===== src/rtl/cpu_pkg.sv =====
// cpu_pkg: definitions shared between the fetch stage and the controller.
//   - opcode nibble constants (upper nibble of an instruction)
//   - NOP_INSTR: instruction loaded into the IR when a fetch is abandoned
//   - fetch_state_t: fetch state machine encoding
package cpu_pkg;

    localparam logic [3:0] OP_NOP  = 4'h0;
    localparam logic [3:0] OP_LDI  = 4'h1;
    localparam logic [3:0] OP_LD   = 4'h2;
    localparam logic [3:0] OP_ST   = 4'h3;
    localparam logic [3:0] OP_ADD  = 4'h4;
    localparam logic [3:0] OP_SUB  = 4'h5;
    localparam logic [3:0] OP_AND  = 4'h6;
    localparam logic [3:0] OP_OR   = 4'h7;
    localparam logic [3:0] OP_XOR  = 4'h8;
    localparam logic [3:0] OP_JMP  = 4'h9;
    localparam logic [3:0] OP_JZ   = 4'hA;
    localparam logic [3:0] OP_JR   = 4'hB;
    localparam logic [3:0] OP_HALT = 4'hF;

    localparam logic [7:0] NOP_INSTR = 8'h00;

    typedef enum logic [1:0] {
        IDLE   = 2'd0,
        WAIT   = 2'd1,
        HALTED = 2'd2
    } fetch_state_t;

    // True when the instruction's opcode nibble is HALT.
    function automatic logic is_halt(input logic [7:0] instr);
        return (instr[7:4] == OP_HALT);
    endfunction

endpackage


===== src/rtl/fetch_unit_pc_reg.sv =====
// pc_reg: program counter register.
//   clk, reset : clock, synchronous active-high reset (PC <= RESET_PC)
//   en_i       : command enable; when low the PC holds regardless of commands
//   load_i     : load command (beats inc_i)
//   sel_i      : load source, 1 = zero-extended imm_i, 0 = low bits of reg_i
//   inc_i      : increment command, wraps modulo 2^PC_WIDTH
//   imm_i      : 4-bit immediate target
//   reg_i      : 8-bit register target
//   pc_o       : current PC
module pc_reg #(
    parameter int unsigned PC_WIDTH = 8,
    parameter int unsigned RESET_PC = 0
) (
    input  logic                clk,
    input  logic                reset,
    input  logic                en_i,
    input  logic                load_i,
    input  logic                sel_i,
    input  logic                inc_i,
    input  logic [3:0]          imm_i,
    input  logic [7:0]          reg_i,
    output logic [PC_WIDTH-1:0] pc_o
);

    logic [PC_WIDTH-1:0] pc_q;
    logic [PC_WIDTH-1:0] pc_d;

    // Next PC: load has priority over increment; nothing changes when disabled.
    always_comb begin
        pc_d = pc_q;
        if (!en_i) begin
            pc_d = pc_q;
        end else if (load_i) begin
            if (sel_i) begin
                pc_d = {{(PC_WIDTH-4){1'b0}}, imm_i};
            end else begin
                pc_d = reg_i[PC_WIDTH-1:0];
            end
        end else if (inc_i) begin
            pc_d = pc_q + {{(PC_WIDTH-1){1'b0}}, 1'b1};
        end else begin
            pc_d = pc_q;
        end
    end

    // PC register with synchronous reset.
    always_ff @(posedge clk) begin
        if (reset) begin
            pc_q <= PC_WIDTH'(RESET_PC);
        end else begin
            pc_q <= pc_d;
        end
    end

    assign pc_o = pc_q;

endmodule


===== src/rtl/fetch_unit.sv =====
// fetch_unit: instruction fetch stage ahead of the controller.
//   clk, reset             : clock, synchronous active-high reset
//   LoadIR                 : fetch request from the controller
//   IncPC, LoadPC, SelPC   : PC commands (load beats increment)
//   ImmediateData, RegData : PC load targets
//   imem_req, imem_addr    : request/address to instruction memory
//   imem_rdata, imem_valid : instruction memory response
//   Opcode, IRValid        : instruction register and its valid flag
//   PC                     : program counter
//   Halted                 : a HALT was fetched; only reset leaves this state
//   fetch_error            : sticky; timeout or overrun seen
module fetch_unit
    import cpu_pkg::*;
#(
    parameter int unsigned PC_WIDTH = 8,
    parameter int unsigned RESET_PC = 0,
    parameter int unsigned TIMEOUT  = 15
) (
    input  logic                clk,
    input  logic                reset,
    input  logic                LoadIR,
    input  logic                IncPC,
    input  logic                LoadPC,
    input  logic                SelPC,
    input  logic [3:0]          ImmediateData,
    input  logic [7:0]          RegData,
    output logic                imem_req,
    output logic [PC_WIDTH-1:0] imem_addr,
    input  logic [7:0]          imem_rdata,
    input  logic                imem_valid,
    output logic [7:0]          Opcode,
    output logic [PC_WIDTH-1:0] PC,
    output logic                IRValid,
    output logic                Halted,
    output logic                fetch_error
);

    localparam int unsigned CNT_W = (TIMEOUT < 2) ? 1 : $clog2(TIMEOUT + 1);

    fetch_state_t        state_q;
    logic                req_q;
    logic [PC_WIDTH-1:0] addr_q;
    logic [7:0]          opcode_q;
    logic                irvalid_q;
    logic                halted_q;
    logic                err_q;
    logic [CNT_W-1:0]    cnt_q;
    logic [PC_WIDTH-1:0] pc_s;
    logic                pc_en_s;

    // PC commands are frozen once halted.
    assign pc_en_s = (state_q != HALTED);

    pc_reg #(
        .PC_WIDTH (PC_WIDTH),
        .RESET_PC (RESET_PC)
    ) u_pc_reg (
        .clk    (clk),
        .reset  (reset),
        .en_i   (pc_en_s),
        .load_i (LoadPC),
        .sel_i  (SelPC),
        .inc_i  (IncPC),
        .imm_i  (ImmediateData),
        .reg_i  (RegData),
        .pc_o   (pc_s)
    );

    // Fetch FSM with IR, address capture, timeout counter and error flag.
    always_ff @(posedge clk) begin
        if (reset) begin
            state_q   <= IDLE;
            req_q     <= 1'b0;
            addr_q    <= '0;
            opcode_q  <= NOP_INSTR;
            irvalid_q <= 1'b0;
            halted_q  <= 1'b0;
            err_q     <= 1'b0;
            cnt_q     <= '0;
        end else begin
            case (state_q)
                IDLE: begin
                    // Address is the pre-command PC, so a same-cycle IncPC
                    // does not affect this fetch.
                    if (LoadIR) begin
                        addr_q    <= pc_s;
                        req_q     <= 1'b1;
                        irvalid_q <= 1'b0;
                        cnt_q     <= '0;
                        state_q   <= WAIT;
                    end
                end
                WAIT: begin
                    // A new request while one is outstanding is dropped.
                    if (LoadIR) begin
                        err_q <= 1'b1;
                    end
                    // Valid data wins over a timeout in the same cycle.
                    if (imem_valid) begin
                        opcode_q  <= imem_rdata;
                        irvalid_q <= 1'b1;
                        req_q     <= 1'b0;
                        if (is_halt(imem_rdata)) begin
                            halted_q <= 1'b1;
                            state_q  <= HALTED;
                        end else begin
                            state_q  <= IDLE;
                        end
                    end else if (cnt_q == TIMEOUT[CNT_W-1:0]) begin
                        opcode_q  <= NOP_INSTR;
                        irvalid_q <= 1'b1;
                        err_q     <= 1'b1;
                        req_q     <= 1'b0;
                        state_q   <= IDLE;
                    end else begin
                        cnt_q <= cnt_q + CNT_W'(1);
                    end
                end
                HALTED: begin
                    state_q <= HALTED;
                end
                default: begin
                    state_q <= IDLE;
                    req_q   <= 1'b0;
                end
            endcase
        end
    end

    assign imem_req    = req_q;
    assign imem_addr   = addr_q;
    assign Opcode      = opcode_q;
    assign PC          = pc_s;
    assign IRValid     = irvalid_q;
    assign Halted      = halted_q;
    assign fetch_error = err_q;

endmodule


===== config.mk =====
export PLATFORM = sky130hd
export DESIGN_NAME = fetch_unit
export DESIGN_NICKNAME = d
export VERILOG_FILES = /design/src/rtl/cpu_pkg.sv /design/src/rtl/fetch_unit_pc_reg.sv /design/src/rtl/fetch_unit.sv
export SDC_FILE = /design/constraint.sdc
export NUM_CORES = 1
export LEC_CHECK = 0
export ABC_CLOCK_PERIOD_IN_PS = 1540
export BUFFER_PORTS_ARGS = -buffer_cell sky130_fd_sc_hd__buf_2
export CAP_MARGIN = 20
export CORE_MARGIN = 3
export CORE_UTILIZATION = 48
export DETAILED_ROUTE_END_ITERATION = 16
export PLACE_DENSITY = 0.78
export SYNTH_ARGS = -nofsm -noshare
export SYNTH_HDL_FRONTEND = slang
export SYNTH_SLANG_ARGS = --single-unit

===== constraint.sdc =====
create_clock -name clk -period 1.54 [get_ports clk]
set_input_delay 0.308 -clock clk [delete_from_list [all_inputs] [get_ports clk]]
set_output_delay 0.308 -clock clk [all_outputs]
set_load 0.005 [all_outputs]

After elaboration in Yosys (flattened, before gate mapping)
Cells that the tools add are included.
{ "totals": {"in_bits": 27, "ff_bits": 34, "output_inout_bits": 28} }
{ "op_classes": {"bitwise": 1, "n_mux": 25, "addsub": 2, "n_eq_ne": 9, "reduce_logical": 12} }
{ "ops": {"columns": ["op", "n"], "rows": [
  ["$mux 8", 5],
  ["$mux 4", 3],
  ["$mux 1", 9],
  ["$reduce_and 3->1", 3],
  ["$add 8x1->8 const B", 1],
  ["$eq 4x4->1 const B", 2],
  ["$mux 2", 4],
  ["$ne 2x2->1 const B", 4],
  ["$pmux 4 s2", 1],
  ["$reduce_and 2->1", 4],
  ["$pmux 2 s3", 1],
  ["$reduce_bool 2->1", 3],
  ["$add 4x1->4 const B", 1],
  ["$reduce_and 4->1", 1],
  ["$ne 3x3->1 const B", 1],
  ["$pmux 1 s3", 1],
  ["$eq 2x1->1 const B", 1],
  ["$eq 2x2->1 const B", 1],
  ["$logic_not 2->1", 1],
  ["$pmux 1 s2", 1],
  ["$not 1->1", 1]
]} }

Depth between registers and ports, before layout
Gate-level depths: netlist (run 1).
{ "logic_depth": {"ltp_word": 4, "mapped_depth": 5} }

Cells and area by module
A second synthesis (run 1) with hierarchy kept.
{ "hier_totals": {"hier_cells": 176, "hier_area_um2": 1615.3} }
{ "by_module_without_submodules": {"columns": ["mod", "instances", "area_per_inst_um2", "cells_per_inst", "seq_area_each_um2"], "rows": [
  ["fetch_unit", 1, 1044.8, 107, 520.5],
  ["pc_reg", 1, 570.5, 69, 160.2]
]} }

Worst setup path after synthesis (run 1)
OpenSTA, ideal clock, no wires.
{ "synth_path": {"path_kind": "register to register", "start": "register cnt_q[0]", "end": "register opcode_q[0] (netlist: Opcode[0])", "t_arrival_ns": 1.348, "slack_ns": 0.132, "required_time_ns": 1.480, "path_stages_with_launch": 6, "setup_ns": 0.060, "path_cell_list": "dfxtp_1 > ha_1 > a31oi_1 > nor2_1 > nor2_1 > a22o_1"} }
{ "synth_between": {"elab_chain_cells": 3} }
{ "synth_lines": {"columns": ["item", "line", "rtl"], "rows": [
  ["start: declaration", "fetch_unit.sv:47", "logic [CNT_W-1:0] cnt_q;"],
  ["start signal: assignment", "fetch_unit.sv:116", "cnt_q <= cnt_q + CNT_W'(1);"],
  ["$eq 4x4->1", "fetch_unit.sv:109", "end else if (cnt_q == TIMEOUT[CNT_W-1:0]) begin"],
  ["$reduce_bool 2->1 (no source line)", null, null],
  ["$reduce_and 2->1 (no source line)", null, null],
  ["end signal: assignment", "fetch_unit.sv:100", "opcode_q <= imem_rdata;"],
  ["end: declaration", "fetch_unit.sv:43", "logic [7:0] opcode_q;"]
]} }
No other way between the ends.
A chain may end at the register's enable or synchronous reset.

Worst setup path in the final report (run 1)
{ "layout_path": {"start": "register cnt_q[0]", "end": "register opcode_q[2] (netlist: Opcode[2])"} }
The elaborated chain is that of the path after synthesis.

==> parameters.txt, run 1 <==
Parameter                              Value

Synthesis
  Distinct cell type count after synthesis ... 36
  Number of instances in the synthesized netlist ... 169
  Synthesized area divided by synthesized cell count ... 8.647 um^2
  Cell types with the largest area share after synthesis ... sky130_fd_sc_hd__dfxtp_1, sky130_fd_sc_hd__a21oi_1, sky130_fd_sc_hd__nand2_1
  Biggest area consumer among synthesized cells ... sky130_fd_sc_hd__dfxtp_1
  Share of async-settable or async-resettable flops after synthesis ... 0%
  Share of synthesized area occupied by flip-flops and latches ... 46.58%
  Synthesized Nets ... 198
  Most frequent cells after synthesis ... sky130_fd_sc_hd__dfxtp_1, sky130_fd_sc_hd__nand2_1, sky130_fd_sc_hd__a21oi_1, sky130_fd_sc_hd__nor2_1, sky130_fd_sc_hd__nand3_1
  Count of flip-flops with a built-in enable after synthesis ... 0
  Leading cell type by number of instances after synthesis ... sky130_fd_sc_hd__dfxtp_1
  Synthesized flop and latch total ... 34
  Post-synthesis instance area ... 1461 um^2
  Synth Warn # ... 0
  Area share of the largest cell type after synthesis ... 46.58%
  Main flop type after synthesis ... sky130_fd_sc_hd__dfxtp_1

Floorplan
  Core area ... 2829 um^2
  Die width ... 61.18 um
  Starting utilization of the core area ... 51.66%
  Top-Level Pins ... 55
  Number of cell rows ... 19
  Die area ... 3742 um^2
  Die Y ... 61.18 um

Global routing
  Met1 routing resource usage after global routing ... 28.90%
  Vias in the first global route ... 1424
  Global-route met3 utilization ... 7.547%
  Total Routing Usage GR ... 22.84%
  Most Used Layer, Global Route ... met2
  Remaining Overflow, GRT ... 0
  Initial antenna violation count ... 0
  Wire length of the first global-routing pass ... 6.327 mm
  Met2 Track Usage GR ... 36.71%
  Pin count of the biggest net entering global routing ... 17

Clock network
  Clk sink count ... 34
  CTS buffer count ... 5
  Quantity of gates resized following cts ... 1
  TritonCTS clock tree ... done
  Master cell of the clock root buffer ... sky130_fd_sc_hd__clkbuf_4
  Post-CTS setup buffers ... 0
  Clock-pin slew reported for the worst setup and hold paths after clock tree synthesis ... 110 ps
  Number of hold buffers added after cts ... 0
  Number of buffers on the longest clock path ... 2
  Clock latency reported for the late side of the worst-skew pair ... 350 ps
  H-tree levels ... 2

Layout
  Final Net Count ... 265
  Multi-input gate area in the final layout ... 767.0 um^2
  Fraction of layout cells with a size suffix above 1 ... 37.13%
  Number of diodes added for antenna fixing ... 0
  Count of filler cells inserted in the layout ... 244
  Signed area change from the synthesized netlist to the final layout ... 31.68%
  Sequential Area ... 683.2 um^2

Critical path
  CP Capture Type ... flip-flop
  Number of buffers and inverters on the critical path ... 1
  Launching element type of the critical path ... flip-flop
  Critical Path Fanout Max ... 7
  Delay-heaviest family, CP ... flip-flops
  Worst endpoint required time ... 1790 ps
  Worst-path cell chain ... ha_2 > a31oi_4 > nor2_1 > nor2_1 > buf_4 > a22o_1
  Library cell contributing the largest single delay on the critical path ... sky130_fd_sc_hd__dfxtp_1
  Worst R2R Path Depth ... 6
  Reg-to-Reg Start ... cnt_q[0]
  Capture instance of the worst register-to-register path ... Opcode[2]
  CP dominant cell by count ... sky130_fd_sc_hd__nor2_1
  Slowest stage delay, CP ... 400 ps
  Worst reg-to-reg setup slack ... 100 ps
  Setup CP Type ... flip-flop to flip-flop
  Arrival time at the worst endpoint ... 1690 ps

Flow run
  Max-capacitance violation count ... 0

Routing
  Initial DRT Pass Iterations ... 4
  Iteration-0 DRC count of the detailed router ... 50
  Remaining antenna violation count ... 0
  DR DRC count ... 0
  Drt wl/cell ... 14.17 um
  Vias/cell ... 5.701
  Final routed wirelength across all metal layers ... 3.797 mm
  Vias after detailed routing ... 1528

Place
  DPL Wire Length ... 2.903 mm
  Final weighted congestion of routability-driven global placement ... 0.8944
  I/O Buffers ... 54

Timing
  Slew at the pin closest to its max-slew limit ... 307.9 ps
  Share of the clock period used by the worst path ... 93.24%
  Fin Setup TNS ... 0 ps
  Relative max-transition margin ... 79.43%
  RSZ-0062 raised after global routing ... no
  Time the worst path needs with I/O delays and setup ... 1436 ps
  Final hold violations ... 0
  Worst Hold Slack ... 174.8 ps
  Count of pins over their slew limit ... 0
  Setup-violating endpoint count in the final report ... 0
  Max Freq ... 696.4 MHz
  Clock tree skew after final layout ... 7.328 ps

Power and ir drop
  Peak supply drop ... 0.5809 mV
  Leakage ... 0.8414 nW
  Overall power of the completed layout ... 1.742 mW
  Power per cell area ... 905.3 nW/um^2

Worst hold path
  Tightest Hold Check Type ... input port to flip-flop
  Number of cells on the worst hold path ... 2
  Endpoint with the worst hold slack ... Opcode[0]
  Start point of the worst min-delay path ... imem_rdata[0]

Run status
  Outcome ... completed
flip-flops by register name, indices dropped and copies added (netlist names):
signal / count
Halted: 1
IRValid: 1
Opcode: 8
cnt_q: 4
fetch_error: 1
imem_addr: 8
imem_req: 1
state_q: 2
u_pc_reg.pc_o: 8
metal layers:
layer / up-vias / wire length [um]
met4: 0 / 56
met2: 38 / 1888
li1: 747 / -
met5: - / 0
met1: 736 / 1667
met3: 7 / 185
how the worst max path moves through the flow:
stage | from | endpoint | slack, ps | depth (start not counted)
finish | cnt_q[0] | Opcode[2] | 100 | 6
global route | state_q[0] | u_pc_reg.pc_o[1] | 0.8 | 5
CTS | cnt_q[0] | cnt_q[0] | 40 | 5
detailed placement | cnt_q[0] | cnt_q[0] | -20 | 5
global placement | cnt_q[0] | cnt_q[0] | 100 | 5
floorplan | cnt_q[0] | Opcode[0] | 130 | 5
cells by family (layout without fill, tap and decap cells):
kind of cell | count (synthesis) | in the layout | synth area share (%)
xor+xnor | 1 | 1 | 0.5994
buf+inv | 8 | 76 | 2.140
flops | 34 | 34 | 46.58
mux | 6 | 6 | 4.366
simple gates | 68 | 68 | 22.43
fa+ha+maj | 2 | 2 | 1.712
compound gates | 50 | 50 | 22.18
report_power, final:
group | switching, mW | leakage, nW | internal (mW)
Clock | 0.314 | 0.0343 | 0.219
Combinational | 0.133 | 0.530 | 0.127
Sequential | 0.0313 | 0.277 | 0.917
Total | 0.478 | 0.841 | 1.26
worst register-to-register path, delay by kind of cell (launching register included):
family | cells | cell delay (ps)
simple gates | 2 | 230
compound gates | 2 | 300
buf+inv | 1 | 170
fa+ha+maj | 1 | 240
flops | 1 | 400
cell usage in the layout (no fill, tap or decap), types with 2 or more instances in the layout:
master	n
sky130_fd_sc_hd__nand2b_1	3
sky130_fd_sc_hd__nor2_1	11
sky130_fd_sc_hd__nor3_1	5
sky130_fd_sc_hd__a22o_1	9
sky130_fd_sc_hd__a31oi_1	2
sky130_fd_sc_hd__buf_4	13
sky130_fd_sc_hd__a21oi_1	23
sky130_fd_sc_hd__a211oi_1	2
sky130_fd_sc_hd__o21ai_0	6
sky130_fd_sc_hd__nand2_1	26
sky130_fd_sc_hd__clkbuf_4	5
sky130_fd_sc_hd__buf_2	54
sky130_fd_sc_hd__nor2b_1	3
sky130_fd_sc_hd__dfxtp_1	32
sky130_fd_sc_hd__dfxtp_2	2
sky130_fd_sc_hd__nand3_1	10
sky130_fd_sc_hd__mux2_2	3
sky130_fd_sc_hd__nor3b_1	2
sky130_fd_sc_hd__mux2i_1	3
stage by stage:
step / setup slack (ps) / area (um^2) / std cells / util (%)
3_3_place_gp: 98.56 / 1841 / 260 / 65.06
4_1_cts: 35.36 / 1911 / 268 / 67.54
5_1_grt: 0.8442 / 1924 / 268 / 68.02
3_5_place_dp: -15.29 / 1841 / 260 / 65.06
2_1_floorplan: 131.9 / 1461 / 169 / -
6_report: 104.1 / 1924 / 268 / 68.02
final cells by class:
type	count	share of cell area (%)
Inverter	1	0.1951
Sequential cell	34	35.50
Clock buffer	6	2.666
Timing Repair Buffer	67	19.12
Tap cell	31	2.016
Clock inverter	2	0.6502
Multi-Input combinational cell	127	39.86
(Power assumes the default switching activity.)
==> run 2, diff against run 1 <==
--- a/config.mk
+++ b/config.mk
@@ -6,12 +6,12 @@
 export NUM_CORES = 1
 export LEC_CHECK = 0
 export ABC_CLOCK_PERIOD_IN_PS = 1540
-export BUFFER_PORTS_ARGS = -buffer_cell sky130_fd_sc_hd__buf_2
 export CAP_MARGIN = 20
 export CORE_MARGIN = 3
-export CORE_UTILIZATION = 48
+export CORE_UTILIZATION = 55
 export DETAILED_ROUTE_END_ITERATION = 16
-export PLACE_DENSITY = 0.78
+export DONT_BUFFER_PORTS = 1
+export PLACE_DENSITY = 0.7
 export SYNTH_ARGS = -nofsm -noshare
 export SYNTH_HDL_FRONTEND = slang
 export SYNTH_SLANG_ARGS = --single-unit
==> run 2 against run 1 <==
  * Total power is 6.9% lower
  * Cell count down 20%
  * Critical endpoint is now u_pc_reg.pc_o[7]
  * Fmax down 3.3%
  * Largest power group unchanged
  * Critical path type unchanged
  * Clock power is 7.1% lower
==> parameters.txt, run 2 (same netlist as run 1, synthesis figures left out) <==
Parameter                              Value

Run status
  Outcome ... completed

Floorplan
  Die Y ... 57.55 um
  Die area ... 3311 um^2
  Core area ... 2500 um^2
  Number of cell rows ... 18
  Starting utilization of the core area ... 58.46%
  Die width ... 57.55 um
  Top-Level Pins ... 55

Critical path
  Number of buffers and inverters on the critical path ... 0
  Worst R2R Path Depth ... 4
  Capture instance of the worst register-to-register path ... u_pc_reg.pc_o[7]
  Setup CP Type ... flip-flop to flip-flop
  Worst-path cell chain ... and4_1 > nand4_1 > or4_1 > a41oi_2
  Worst endpoint required time ... 1800 ps
  Reg-to-Reg Start ... u_pc_reg.pc_o[1]
  Library cell contributing the largest single delay on the critical path ... sky130_fd_sc_hd__dfxtp_1
  Total stage count of the critical path ... 4
  Critical Path Fanout Max ... 5
  Beginning of the critical path ... u_pc_reg.pc_o[1]
  CP endpoint ... u_pc_reg.pc_o[7]
  Worst reg-to-reg setup slack ... 60 ps
  Arrival time at the worst endpoint ... 1740 ps
  CP Capture Type ... flip-flop
  Launching element type of the critical path ... flip-flop
  Slowest stage delay, CP ... 440 ps
  Delay-heaviest family, CP ... simple AND/OR/NAND/NOR gates

Timing
  Count of pins over their slew limit ... 0
  Setup-violating endpoint count in the final report ... 0
  Final hold violations ... 0
  Slew at the pin closest to its max-slew limit ... 294.3 ps
  Clock tree skew after final layout ... 7.237 ps
  Relative max-transition margin ... 80.34%
  RSZ-0062 raised after global routing ... no
  Min setup slack post-route ... 55.71 ps
  Worst Hold Slack ... 33.79 ps
  Fin Setup TNS ... 0 ps
  Share of the clock period used by the worst path ... 96.38%
  Max Freq ... 673.7 MHz
  Time the worst path needs with I/O delays and setup ... 1484 ps

Layout
  Number of standard cells in the layout, taps in and fillers out ... 214
  Share of the core filled with cells in the final layout ... 65.92%
  Final Cell Area ... 1648 um^2
  Signed area change from the synthesized netlist to the final layout ... 12.76%
  Commonest cells after routing, fill and taps aside ... sky130_fd_sc_hd__dfxtp_1, sky130_fd_sc_hd__nand2_1, sky130_fd_sc_hd__a21oi_1, sky130_fd_sc_hd__buf_4
  Most common cell after layout, fill and taps aside ... sky130_fd_sc_hd__dfxtp_1
  Final Net Count ... 212
  Fraction of layout cells with a size suffix above 1 ... 18.48%
  Number of diodes added for antenna fixing ... 0

Clock network
  CTS buffer count ... 5
  Number of buffers on the longest clock path ... 2
  Clk sink count ... 34
  TritonCTS clock tree ... done
  Clock latency reported for the late side of the worst-skew pair ... 330 ps
  Master cell of the clock root buffer ... sky130_fd_sc_hd__clkbuf_4
  H-tree levels ... 2
  Clock-pin slew reported for the worst setup and hold paths after clock tree synthesis ... 100 ps

Place
  DPL Wire Length ... 2.414 mm
  Total cell area at the placement stage ... 1569 um^2
  Final weighted congestion of routability-driven global placement ... 0.8292
  Count of placed standard cells including taps ... 205
  Pre-CTS setup slack ... 75.83 ps
  I/O Buffers ... 0

Global routing
  Pin count of the biggest net entering global routing ... 30
  Remaining Overflow, GRT ... 0
  Wire length of the first global-routing pass ... 5.264 mm
  Vias in the first global route ... 1229
  Initial antenna violation count ... 0
  Total Routing Usage GR ... 20.61%

Power and ir drop
  Net switching power of the design ... 397.8 uW
  Portion of total power attributed to the clock network ... 30.6%
  Leakage ... 0.5947 nW
  Overall power of the completed layout ... 1.622 mW
  Power per cell area ... 984.1 nW/um^2
  Switching fraction of total power ... 24.53%
  Sequential Power Share ... 58.7%
  Peak supply drop ... 0.6905 mV
  Combinational cell fraction of total power ... 10.7%
  Internal power component ... 1.224 mW

Flow run
  Max-capacitance violation count ... 0

Routing
  Drt wl/cell ... 15.49 um
  Remaining antenna violation count ... 0
  DR DRC count ... 0
  Initial DRT Pass Iterations ... 4
  Vias after detailed routing ... 1304
  Final routed wirelength across all metal layers ... 3.315 mm
  Iteration-0 DRC count of the detailed router ... 71
  Vias/cell ... 6.093

Worst hold path
  Tightest Hold Check Type ... input port to flip-flop
[run 2: worst min-delay path by stage]
stage                     cells past startpoint          endpoint           from  slack [ps]
after CTS                                     1  u_pc_reg.pc_o[7]          reset          20
after global placement                        1  u_pc_reg.pc_o[7]          reset         380
final                                         1            Halted          reset          30
after global routing                          1  u_pc_reg.pc_o[2]          reset           4
after detailed placement                      1  u_pc_reg.pc_o[7]          reset         380
after floorplan                               1         Opcode[0]  imem_rdata[0]         440
[run 2: power groups by stage]
stage	sequential, mW	clock [mW]	combinational, mW
floorplan	0.970	0	0.122
global placement	0.970	0	0.164
detailed placement	0.971	0	0.169
CTS	0.951	0.510	0.170
global route	0.958	0.560	0.195
finish	0.952	0.496	0.174
[run 2: final cells by class]
cell class,count,area [um^2]
clock buffer,7,55.05
clock inverter,1,5.005
fill,219,852.1
inverter,1,3.754
multi-input combinational,127,754.5
sequential,34,684.4
tap,30,37.54
timing repair buffer,14,107.6
[run 2: what timing repair did]
item,CTS,global route
resized for setup,0,5
endpoints found under the setup margin,0,9
buffers inserted,0,0
hold endpoints to repair,0,2
hold buffers,0,1
[run 2: per-layer routing]
metal	GRT usage [%]	part of all wire [%]
met1	25.81	43
met2	30.65	46
met3	9.729	9.6
met4	7.947	1.8
met5	0	0
==> run 3, diff against run 2 <==
--- a/config.mk
+++ b/config.mk
@@ -5,13 +5,14 @@
 export SDC_FILE = /design/constraint.sdc
 export NUM_CORES = 1
 export LEC_CHECK = 0
-export ABC_CLOCK_PERIOD_IN_PS = 1540
+export ABC_AREA = 1
+export ABC_CLOCK_PERIOD_IN_PS = 1200
 export CAP_MARGIN = 20
 export CORE_MARGIN = 3
 export CORE_UTILIZATION = 55
 export DETAILED_ROUTE_END_ITERATION = 16
 export DONT_BUFFER_PORTS = 1
-export PLACE_DENSITY = 0.7
+export PLACE_DENSITY = 0.73
 export SYNTH_ARGS = -nofsm -noshare
 export SYNTH_HDL_FRONTEND = slang
 export SYNTH_SLANG_ARGS = --single-unit
==> constraint.sdc (replaced) <==
create_clock -name clk -period 1.2 [get_ports clk]
set_input_delay 0.24 -clock clk [delete_from_list [all_inputs] [get_ports clk]]
set_output_delay 0.24 -clock clk [all_outputs]
set_load 0.005 [all_outputs]
==> run 3 against run 2 <==
  * Sequential share of layout area fell by 4.1 points
  * Combinational power increased by 80%
  * Non-clock buffer count is 3 higher
  * Fmax grew 27%
  * Hold slack worse by 27 ps
  * Critical path type unchanged
  * Cell count is 22% higher
  * Clock power increased by 110%
  * Sequential power up 32%
  * Count of clock-buffer cells in the layout fell by 2
==> parameters.txt, run 3 <==
Parameter                              Value

Synthesis
  Share of async-settable or async-resettable flops after synthesis ... 0%
  Number of instances in the synthesized netlist ... 211
  Synth Area in Adders ... 1.635%
  Area share of the largest cell type after synthesis ... 44.48%
  Synthesized Nets ... 240
  Distinct cell type count after synthesis ... 22
  Main flop type after synthesis ... sky130_fd_sc_hd__dfxtp_1
  Biggest area consumer among synthesized cells ... sky130_fd_sc_hd__dfxtp_1
  Share of synthesized area occupied by flip-flops and latches ... 44.48%
  Leading cell type by number of instances after synthesis ... sky130_fd_sc_hd__nand2_1
  Synth Warn # ... 0
  Share of synthesized area spent on multiplexers ... 0%
  Synthesized flop and latch total ... 34
  Count of flip-flops with a built-in enable after synthesis ... 0
  Area fraction in compound gates after synthesis ... 20.69%
  Post-synthesis instance area ... 1530 um^2
  Cell types with the largest area share after synthesis ... sky130_fd_sc_hd__dfxtp_1, sky130_fd_sc_hd__a21oi_1, sky130_fd_sc_hd__nand2_1
  Synthesized area divided by synthesized cell count ... 7.252 um^2
  Combinational family with the most area after synthesis ... simple AND/OR/NAND/NOR gates
  Xor/xnor cell area share of the yosys netlist ... 0.5724%
  Simple-gate share of the synthesized area ... 24.94%
  Most frequent cells after synthesis ... sky130_fd_sc_hd__nand2_1, sky130_fd_sc_hd__a21oi_1, sky130_fd_sc_hd__dfxtp_1, sky130_fd_sc_hd__o21ai_0, sky130_fd_sc_hd__nor2_1

Timing
  Clock tree skew after final layout ... 13.18 ps
  Share of the clock period used by the worst path ... 97.47%
  Time the worst path needs with I/O delays and setup ... 1170 ps
  Worst Hold Slack ... 6.911 ps
  Setup-violating endpoint count in the final report ... 0
  RSZ-0062 raised after global routing ... yes
  Slew at the pin closest to its max-slew limit ... 536.5 ps
  Final hold violations ... 0
  Max Freq ... 854.9 MHz
  Count of pins over their slew limit ... 0
  Relative max-transition margin ... 64.12%

Routing
  Iteration-0 DRC count of the detailed router ... 62
  Final routed wirelength across all metal layers ... 3.857 mm
  Vias after detailed routing ... 1456
  DR DRC count ... 0
  Drt wl/cell ... 14.78 um
  Remaining antenna violation count ... 0
  Initial DRT Pass Iterations ... 4
  Vias/cell ... 5.579

Layout
  Final Net Count ... 259
  Most common cell after layout, fill and taps aside ... sky130_fd_sc_hd__nand2_1
  Count of filler cells inserted in the layout ... 209
  Signed area change from the synthesized netlist to the final layout ... 20.93%
  Sequential Area ... 691.9 um^2
  Commonest cells after routing, fill and taps aside ... sky130_fd_sc_hd__nand2_1, sky130_fd_sc_hd__a21oi_1, sky130_fd_sc_hd__dfxtp_1, sky130_fd_sc_hd__o21ai_0, sky130_fd_sc_hd__nor2_1
  Multi-input gate area in the final layout ... 793.3 um^2
  Fraction of layout cells with a size suffix above 1 ... 23.38%
  Final Cell Area ... 1851 um^2
  Number of diodes added for antenna fixing ... 0

Floorplan
  Top-Level Pins ... 55
  Die Y ... 58.75 um
  Die area ... 3451 um^2
  Die width ... 58.75 um
  Number of cell rows ... 18
  Starting utilization of the core area ... 59.60%
  Core area ... 2567 um^2

Place
  I/O Buffers ... 0
  DPL Wire Length ... 2.678 mm
  Total cell area at the placement stage ... 1622 um^2
  Final weighted congestion of routability-driven global placement ... 0.7930

Critical path
  CP dominant cell by count ... sky130_fd_sc_hd__nand2_2
  Worst reg-to-reg setup slack ... 30 ps
  Reg-to-Reg Start ... state_q[1]
  CP Capture Type ... flip-flop
  Library cell contributing the largest single delay on the critical path ... sky130_fd_sc_hd__dfxtp_2
  Slowest stage delay, CP ... 360 ps
  Launching element type of the critical path ... flip-flop
  Critical Path Fanout Max ... 6
  Arrival time at the worst endpoint ... 1440 ps
  Worst-path cell chain ... inv_2 > nand2_2 > nor2_4 > nand2_2 > or2_1 > a21oi_1
  Capture instance of the worst register-to-register path ... state_q[1]
  Worst R2R Path Depth ... 6
  Worst endpoint required time ... 1470 ps
  Setup CP Type ... flip-flop to flip-flop

Power and ir drop
  Sequential Power Share ... 47.8%
  Portion of total power attributed to the clock network ... 40.3%
  Power per cell area ... 1425 nW/um^2
  Peak supply drop ... 1.371 mV
  Leakage ... 0.7389 nW
  Switching fraction of total power ... 25.04%
  Internal power component ... 1.976 mW
  Net switching power of the design ... 660.2 uW
  Combinational cell fraction of total power ... 11.9%

Global routing
  Remaining Overflow, GRT ... 0
  Initial antenna violation count ... 0
  Total Routing Usage GR ... 22.32%
  Pin count of the biggest net entering global routing ... 17
  Vias in the first global route ... 1346
  Wire length of the first global-routing pass ... 5.878 mm

Clock network
  H-tree levels ... 2
  Number of buffers on the longest clock path ... 2
  CTS buffer count ... 5
  Clock latency reported for the late side of the worst-skew pair ... 330 ps
  TritonCTS clock tree ... done
  Master cell of the clock root buffer ... sky130_fd_sc_hd__clkbuf_4
  Clock-pin slew reported for the worst setup and hold paths after clock tree synthesis ... 120 ps
  Clk sink count ... 34

Worst hold path
  Start point of the worst min-delay path ... reset
  Tightest Hold Check Type ... input port to flip-flop
  Endpoint with the worst hold slack ... IRValid
  Number of cells on the worst hold path ... 1

Flow run
  Max-capacitance violation count ... 0

Run status
  Outcome ... completed
## run 3: cell families after synthesis
group           after synthesis
compound gates               62
fa+ha+maj                     2
simple gates                 84
buf+inv                      28
flops                        34
xor+xnor                      1
## run 3: timing repair
action,in CTS,in global routing
pin swaps,0,3
endpoints found under the setup margin,11,30
hold buffers,1,0
resized for setup,3,21
setup buffers,0,5
hold endpoints to repair,14,0
## run 3: per-layer routing
metal	global-route usage (%)	part of all wire, %	routed length (um)
met3	8.553	9.1	351
met4	7.767	1.0	40
met2	34.70	48	1847
met1	28.24	42	1618
met5	0	0	0
## run 3: power groups by stage
stage                     Clock, mW  Combinational [mW]  Sequential [mW]
after global routing           1.12               0.356             1.27
after detailed placement          0               0.272             1.28
after global placement            0               0.259             1.28
after floorplan                   0               0.198             1.27
after CTS                      1.06               0.285             1.25
final                          1.06               0.313             1.26
## run 3: worst max-delay path, delay by kind of cell, from the launching register on
| kind | cells | cell delay (ps) |
|---|---|---|
| compound gates | 1 | 120 |
| buf+inv | 1 | 70 |
| flops | 1 | 360 |
| simple gates | 4 | 560 |
## run 3: final cells by class
type                       instances  area share (%)
multi-input combinational        149           42.87
clock buffer                       5           2.028
timing repair buffer              17           7.032
sequential                        34           37.39
inverter                          23           4.936
tap                               30           2.028
clock inverter                     3           3.719
## run 3: worst max-delay path by stage
| stage | startpoint | endpoint | slack, ps | cells after the start |
|---|---|---|---|---|
| floorplan | cnt_q[0] | Opcode[0] | 50 | 6 |
| global placement | cnt_q[0] | Opcode[1] | 4 | 6 |
| detailed placement | cnt_q[0] | Opcode[4] | -100 | 6 |
| CTS | state_q[0] | Halted | 10 | 5 |
| global route | state_q[1] | state_q[1] | -40 | 6 |
| finish | state_q[1] | state_q[1] | 30 | 6 |
## run 3: through the flow
stage | setup TNS, ps | power [mW] | instances | utilization [%] | setup slack (ps)
2_1_floorplan | 0 | 1.473 | 211 | - | 46.77
3_3_place_gp | 0 | 1.535 | 247 | 63.16 | 4.200
3_5_place_dp | -489.7 | 1.551 | 247 | 63.16 | -99.97
4_1_cts | 0 | 2.603 | 256 | 68.18 | 9.994
5_1_grt | -114.6 | 2.742 | 261 | 72.08 | -36.27
6_report | 0 | 2.636 | 261 | 72.08 | 30.33
